### config.mk
export PLATFORM = sky130hd
export DESIGN_NAME = dmi_responder
export DESIGN_NICKNAME = d
export VERILOG_FILES = /design/src/rtl/dm_pkg.sv /design/src/rtl/dmi_responder.sv
export SDC_FILE = /design/constraint.sdc
export NUM_CORES = 1
export LEC_CHECK = 0
export BUFFER_PORTS_ARGS = -buffer_cell sky130_fd_sc_hd__clkbuf_2
export CORE_ASPECT_RATIO = 1.75
export CORE_MARGIN = 3
export CORE_UTILIZATION = 50
export CTS_CLUSTER_SIZE = 28
export DETAILED_ROUTE_END_ITERATION = 12
export PLACE_DENSITY = 0.85
export SLEW_MARGIN = 20
export SYNTH_ARGS = -nofsm -noshare
export SYNTH_HDL_FRONTEND = slang
export SYNTH_SLANG_ARGS = --single-unit
### constraint.sdc
create_clock -name clk_i -period 4.94 [get_ports clk_i]
set_clock_uncertainty 0.2 [all_clocks]
set_input_delay 0.494 -clock clk_i [delete_from_list [all_inputs] [get_ports clk_i]]
set_output_delay 0.494 -clock clk_i [all_outputs]
set_load 0.05 [all_outputs]
### src/rtl/dm_pkg.sv
// Shared debug-module types: DMI request/response structs, DTM op and response codes.
package dm;

  typedef enum logic [1:0] {
    NOP   = 2'h0,
    READ  = 2'h1,
    WRITE = 2'h2
  } dtm_op_e;

  localparam logic [1:0] DTM_SUCCESS = 2'h0;
  localparam logic [1:0] DTM_ERR     = 2'h2;
  localparam logic [1:0] DTM_BUSY    = 2'h3;

  typedef struct packed {
    logic [6:0]  addr;
    dtm_op_e     op;
    logic [31:0] data;
  } dmi_req_t;

  typedef struct packed {
    logic [31:0] data;
    logic [1:0]  resp;
  } dmi_resp_t;

endpackage

### src/rtl/dmi_responder.sv
// DMI request responder: bridges DMI requests onto a simple register bus and
// returns one response per accepted request, with a bounded wait for the bus.
module dmi_responder
  import dm::*;
#(
  parameter int unsigned TimeoutCycles = 255,
  parameter logic [6:0]  MaxAddr       = 7'h5F
) (
  input  logic        clk_i,
  input  logic        rst_ni,
  input  logic        dmi_clear_i,
  input  dmi_req_t    dmi_req_i,
  input  logic        dmi_req_valid_i,
  output logic        dmi_req_ready_o,
  output dmi_resp_t   dmi_resp_o,
  output logic        dmi_resp_valid_o,
  input  logic        dmi_resp_ready_i,
  output logic        reg_valid_o,
  output logic        reg_we_o,
  output logic [6:0]  reg_addr_o,
  output logic [31:0] reg_wdata_o,
  input  logic        reg_ready_i,
  input  logic [31:0] reg_rdata_i,
  input  logic        reg_err_i
);

  localparam int CntW = $clog2(TimeoutCycles + 1);

  typedef enum logic [1:0] {IDLE, ACCESS, RESP} state_e;

  state_e            state_q, state_d;
  logic [6:0]        addr_q, addr_d;
  logic [31:0]       wdata_q, wdata_d;
  logic              we_q, we_d;
  dmi_resp_t         resp_q, resp_d;
  logic [CntW-1:0]   cnt_q, cnt_d;
  logic              accept, bus_op, timeout;

  assign dmi_req_ready_o  = (state_q == IDLE);
  assign dmi_resp_valid_o = (state_q == RESP);
  assign reg_valid_o      = (state_q == ACCESS);
  assign dmi_resp_o       = resp_q;
  assign reg_addr_o       = addr_q;
  assign reg_wdata_o      = wdata_q;
  assign reg_we_o         = we_q;

  assign accept  = dmi_req_valid_i & dmi_req_ready_o;
  assign bus_op  = ((dmi_req_i.op == READ) || (dmi_req_i.op == WRITE)) &&
                   (dmi_req_i.addr <= MaxAddr);
  // Fires on the last allowed wait cycle so reg_valid_o stays up exactly TimeoutCycles cycles.
  assign timeout = (cnt_q == CntW'(TimeoutCycles - 1));

  always_comb begin
    state_d = state_q;
    addr_d  = addr_q;
    wdata_d = wdata_q;
    we_d    = we_q;
    resp_d  = resp_q;
    cnt_d   = cnt_q;
    case (state_q)
      IDLE: begin
        if (accept) begin
          if (bus_op) begin
            state_d = ACCESS;
            addr_d  = dmi_req_i.addr;
            wdata_d = dmi_req_i.data;
            we_d    = (dmi_req_i.op == WRITE);
            cnt_d   = '0;
          end else begin
            state_d     = RESP;
            resp_d.data = '0;
            resp_d.resp = (dmi_req_i.op == NOP) ? DTM_SUCCESS : DTM_ERR;
          end
        end
      end
      ACCESS: begin
        if (reg_ready_i) begin
          state_d = RESP;
          if (reg_err_i) begin
            resp_d.data = '0;
            resp_d.resp = DTM_ERR;
          end else begin
            resp_d.data = we_q ? 32'h0 : reg_rdata_i;
            resp_d.resp = DTM_SUCCESS;
          end
        end else if (timeout) begin
          state_d     = RESP;
          resp_d.data = '0;
          resp_d.resp = DTM_ERR;
        end
        if (!reg_ready_i && (cnt_q != CntW'(TimeoutCycles))) cnt_d = cnt_q + 1'b1;
      end
      RESP: begin
        if (dmi_resp_ready_i) state_d = IDLE;
      end
      default: state_d = IDLE;
    endcase
    if (dmi_clear_i) begin
      state_d = IDLE;
      resp_d  = '0;
    end
  end

  always_ff @(posedge clk_i or negedge rst_ni) begin
    if (!rst_ni) begin
      state_q <= IDLE;
      addr_q  <= '0;
      wdata_q <= '0;
      we_q    <= 1'b0;
      resp_q  <= '0;
      cnt_q   <= '0;
    end else begin
      state_q <= state_d;
      addr_q  <= addr_d;
      wdata_q <= wdata_d;
      we_q    <= we_d;
      resp_q  <= resp_d;
      cnt_q   <= cnt_d;
    end
  end

endmodule

After elaboration in Yosys (flattened, before gate mapping)

Index checks and enable logic that the tools add are counted.

Bits in read-only memories: 0
Memory bits (writable): 0
Input port bits: 80
Bits in latches: 0
Flip-flop bits (word level): 84
Memories kept: 0

Add/subtract/negate cells: 1
Equal/unequal tests: 13
Multiply operators: 0
Bitwise operators: 1
Mux-type cells: 20
Div/mod/pow operators: 0
Shift-type cells: 0
Reductions and logical operators: 12
Magnitude comparators: 1

Operators with widths:

| cell                                                | count |
|---|---|
| two-way mux 34 bit                                  | 6 |
| one-hot mux 34 bit (2 select lines)                 | 1 |
| two-way mux 32 bit                                  | 1 |
| two-way mux 8 bit                                   | 3 |
| one-hot mux 8 bit (2 select lines)                  | 1 |
| two-way mux 2 bit                                   | 7 |
| adder 8 x 1 -> 8 bit, second input constant         | 1 |
| equality test 8 bit, second input constant          | 1 |
| != test 8 bit, second input constant                | 1 |
| AND reduction 4 bit                                 | 2 |
| <= comparator 7 bit, second input constant          | 1 |
| != test 2 x 1 -> 1 bit, second input constant       | 3 |
| != test 3 x 2 -> 1 bit, second input constant       | 2 |
| one-hot mux 2 bit (3 select lines)                  | 1 |
| AND reduction 3 bit                                 | 2 |
| equality test 2 x 1 -> 1 bit, second input constant | 2 |
| equality test 2 bit, second input constant          | 2 |
| zero test 2 bit                                     | 2 |
| != test 4 x 2 -> 1 bit, second input constant       | 1 |
| != test 3 bit, second input constant                | 1 |
| nonzero test 3 bit                                  | 1 |
| logical AND 1 bit                                   | 2 |
| nonzero test 2 bit                                  | 1 |
| AND 1 bit                                           | 1 |
| other kinds (2)                                     | 2 |

Logic depth before layout (Yosys ltp)

Word-level depth: 7
Depth in mapped cells: 8

Worst setup path after synthesis

OpenSTA, ideal clock, no wires.

Kind: reg2reg
Start: register state_q[1]
End: register cnt_q[2]
Buffers on the path: 2
Data required time: 4.608 ns
Data arrival time: 1.889 ns
Setup time: 0.132 ns
Path slack: 2.719 ns
Stages on the path, launching flop included: 6
Path through: dfrtp_1 > nor2_1 > and3_1 > buf_2 > clkbuf_1 > nor2_1

Cells in the longest elaborated chain, start to end: 4

Ends and longest elaborated chain:

| what                                    | line                 | source |
|---|---|---|
| from (decl)                             | dmi_responder.sv:31  | `state_e state_q, state_d;` |
| from (signal assigned)                  | dmi_responder.sv:113 | `state_q <= state_d;` |
| zero test 2 bit (*)                     | dmi_responder.sv:39  | `assign dmi_req_ready_o = (state_q == IDLE);` |
| via dmi_req_ready_o                     | dmi_responder.sv:14  | `output logic dmi_req_ready_o,` |
| AND 1 bit                               | dmi_responder.sv:47  | `assign accept = dmi_req_valid_i & dmi_req_ready_o;` |
| != test 2 x 1 -> 1 bit (no source line) | --                   |  |
| AND reduction 4 bit (no source line)    | --                   |  |
| to (signal assigned)                    | dmi_responder.sv:118 | `cnt_q <= cnt_d;` |
| to (decl)                               | dmi_responder.sv:36  | `logic [CntW-1:0] cnt_q, cnt_d;` |

Mark *: on every way through the listed nets, which the timed path passes. The rest lies on a longest branch.
A chain may end at the register's enable or synchronous reset.

Worst setup path after layout

Start: register state_q[1]
End: output reg_valid_o

Cells in the longest elaborated chain, start to end: 1

Ends and longest elaborated chain:

| what                         | line                | source |
|---|---|---|
| equality test 2 x 1 -> 1 bit | dmi_responder.sv:41 | `assign reg_valid_o = (state_q == ACCESS);` |
| to (decl)                    | dmi_responder.sv:18 | `output logic reg_valid_o,` |

No other way between the ends.

==> flow_summary.json <==
{
  "worst-path-buf-inv": 2,
  "die_width_um": 67.5,
  "ant_nets": 0,
  "hold-worst-slack_ps": 101,
  "dpl.hpwl_um": 5820,
  "layout-drive-gt1-share_pct": 37.4,
  "via_per_inst": 5.07,
  "drtPass1Iterations": 4,
  "path_class": "reg -> out",
  "antenna_found_initial": 0,
  "cts-root-buf": "clkbuf_8",
  "cap_violations": 0,
  "drt_iter0_markers": 85,
  "fmax_mhz": 473,
  "die_h_um": 114,
  "tightest_slew_ps": 960,
  "cp_slowest_stage_delay_ps": 450,
  "num_vias": 2821,
  "clk_pin_slew_ps": 80,
  "htree_levels": 3,
  "synth-seq-area-share_pct": 62.7,
  "cp.arrival_ps": 1420,
  "fin_crit_sh_pct": 42.8,
  "power.total_mw": 2.00,
  "crit_required_ps": 4250,
  "grt_util_all_layers_pct": 21.1,
  "end_kind": "output pin",
  "fillers": 460,
  "critPathMaxFanout": 5,
  "grt_first_pass_wirelength_um": 12300,
  "synth_top_area_share_pct": 62.7,
  "syn_nets": 401,
  "drc": 0,
  "slew_headroom_pct": 36.0,
  "p_switching_mw": 0.790,
  "placedCellCount": 540,
  "dieArea_um2": 7670,
  "grt_setup_unrepaired": "false",
  "drv_slew": 0,
  "swShare_pct": 39.4,
  "fin_nets": 555,
  "path_cells": "nand2b_1 -> inv_1 -> clkbuf_2",
  "start_util_pct": 52.4,
  "synthTopCellsByArea": "dfrtp_1 63%, nand2_1 14%, a22o_1 8.5%",
  "avgSynthCellArea_um2": 10.4,
  "cp_top_family": "flip-flops",
  "seq_power_share_pct": 42.0,
  "gp_congestion": 0.883,
  "yosys_warnings": 0,
  "place_ws_ps": 2630,
  "ys_ff_latch": 83,
  "drt-total-wl_um": 7780,
  "yosysUniqueCellTypes": 33,
  "setup-tns-final_ps": 0,
  "p_int_mw": 1.21,
  "p_comb_share_pct": 32.1,
  "core-area_um2": 6320,
  "gr-total-overflow": 0,
  "insertedDiodeCount": 0,
  "post-cts-setup-buffers": 0,
  "cts_sinks": 83,
  "min_period_ps": 2120,
  "pin_count": 157,
  "final_area_um2": 4370,
  "clock_latency_ps": 350,
  "fin_util_pct": 69.2,
  "grt_start_max_net_pins": 84,
  "synthCells": 317,
  "port_buffers": 155,
  "stdcell_count": 556,
  "p_leak_nw": 2.50,
  "crit_path_start_kind": "flip-flop",
  "synth_area_leader_cell": "dfrtp_1",
  "dpl-instance-area_um2": 4160,
  "min_path_type": "in -> async",
  "ctsHoldBuffers": 0,
  "setup-violations-final": 0,
  "cts_inserted_buffers": 9,
  "setup_slack_ps": 2820,
  "ir_worst_vdd_mv": 0.336,
  "area_delta_synth_final_pct": 32.1,
  "rows": 38,
  "powerDensity_nw_per_um2": 458,
  "critPathSlowestCell": "dfrtp_1",
  "pwr-share-clk_pct": 25.9,
  "syn-cell-area_um2": 3310,
  "cts_resized": 0,
  "grt_pass1_vias": 2806,
  "routedWlPerCell_um": 14.0,
  "timing_hold_violations_final": 0,
  "clock_path_buffers": 2,
  "status": "completed",
  "cts_tree": "built"
}
[area by class of cell]
class	count	area (um^2)	area share [%]
Timing Repair Buffer	159	808	18.5
Clock buffer	12	145	3.32
Clock inverter	4	73.8	1.69
Multi-Input combinational cell	213	1150	26.3
Tap cell	80	100	2.29
Inverter	5	18.8	0.429
Sequential cell	83	2080	47.5
[power by group through the flow]
stage / logic [mW] / clock network, mW / registers (mW)
6_report: 0.644 / 0.519 / 0.842
5_1_grt: 0.684 / 0.564 / 0.854
4_1_cts: 0.650 / 0.532 / 0.842
3_5_place_dp: 0.650 / 0 / 0.852
3_3_place_gp: 0.636 / 0 / 0.849
2_1_floorplan: 0.128 / 0 / 1.18
[synthesized netlist by cell type]
cell       number
nand2_1       126
dfrtp_1        83
a22o_1         32
clkbuf_1        8
nand3_1         8
buf_2           7
nand2b_1        6
a21oi_1         5
inv_1           5
ha_1            4
nor2_1          4
o31ai_1         3
nor2b_1         2
o211ai_1        2
o21ai_0         2
or4_1           2
xor2_1          2
a21boi_0        1
a21oi_2         1
a31oi_1         1
and2_1          1
and3_1          1
and4_1          1
buf_4           1
conb_1          1
mux2_2          1
mux2i_1         1
nand4_1         1
nor3b_4         1
nor4_2          1
o2111ai_1       1
o21ai_1         1
o21ai_2         1
[worst register-to-register path: stages, from the launching register on]
cell and delay (ps):
dfrtp_1 430, ha_1 260, nand3_1 140, o21ai_2 120, or4_1 490, a21oi_1 160
[cells in the final DEF, fill, tap and decap left out]
cell type,n
or4_1,2
clkinv_4,1
o21ai_0,2
o31ai_1,3
nand2b_1,6
conb_1,1
o21ai_2,1
a21boi_0,1
o21ai_1,1
a31oi_1,1
o2111ai_1,1
inv_1,5
nand2_1,126
nand4_1,1
mux2_2,1
o211ai_1,2
nor3b_4,1
and4_1,1
nand3_1,8
nor4_4,1
buf_4,5
clkinv_2,1
dfrtp_1,83
clkbuf_2,154
clkbuf_8,10
nor2b_1,2
ha_1,4
mux2i_1,1
and3_1,1
bufinv_16,2
and2_1,1
a21oi_2,1
nor2_1,4
clkbuf_1,2
a22o_1,32
xor2_1,2
a21oi_1,5
[path summary, 6_finish.rpt]
path,endpoint,cells after the start,slack [ps],from
hold reg to reg,reg_wdata_o[16],2,280,reg_wdata_o[16]
min in group clk_i,reg_wdata_o[13],3,130,dmi_req_i[13]
setup / recovery,reg_valid_o,3,2820,state_q[1]
hold / removal,dmi_resp_o[11],1,100,rst_ni
max in group asynchronous,dmi_resp_o[18],1,3820,rst_ni
setup reg to reg,cnt_q[7],5,3080,cnt_q[0]
[layer usage]
layer / up-vias / global-route usage (%) / wire, um
li1: 1363 / - / -
met1: 1313 / 23.4 / 2990
met2: 124 / 36.3 / 4030
met3: 21 / 4.14 / 531
met4: 0 / 11.7 / 229
met5: - / 0 / 0
[registers in the layout, indices dropped and copies added, names as in the netlist]
| register | flops |
|---|---|
| cnt_q | 8 |
| dmi_resp_o | 33 |
| reg_addr_o | 7 |
| reg_wdata_o | 32 |
| reg_we_o | 1 |
| state_q | 2 |
[kinds of logic after synthesis]
| group | share of synthesized area (%) |
|---|---|
| compound gates | 12.0 |
| simple gates | 19.7 |
| buf+inv | 2.76 |
| other cells | 0.113 |
| xor+xnor | 0.529 |
| mux | 0.642 |
| fa+ha+maj | 1.51 |
| flops | 62.7 |
Note: power is estimated with default switching activity, not from simulation.
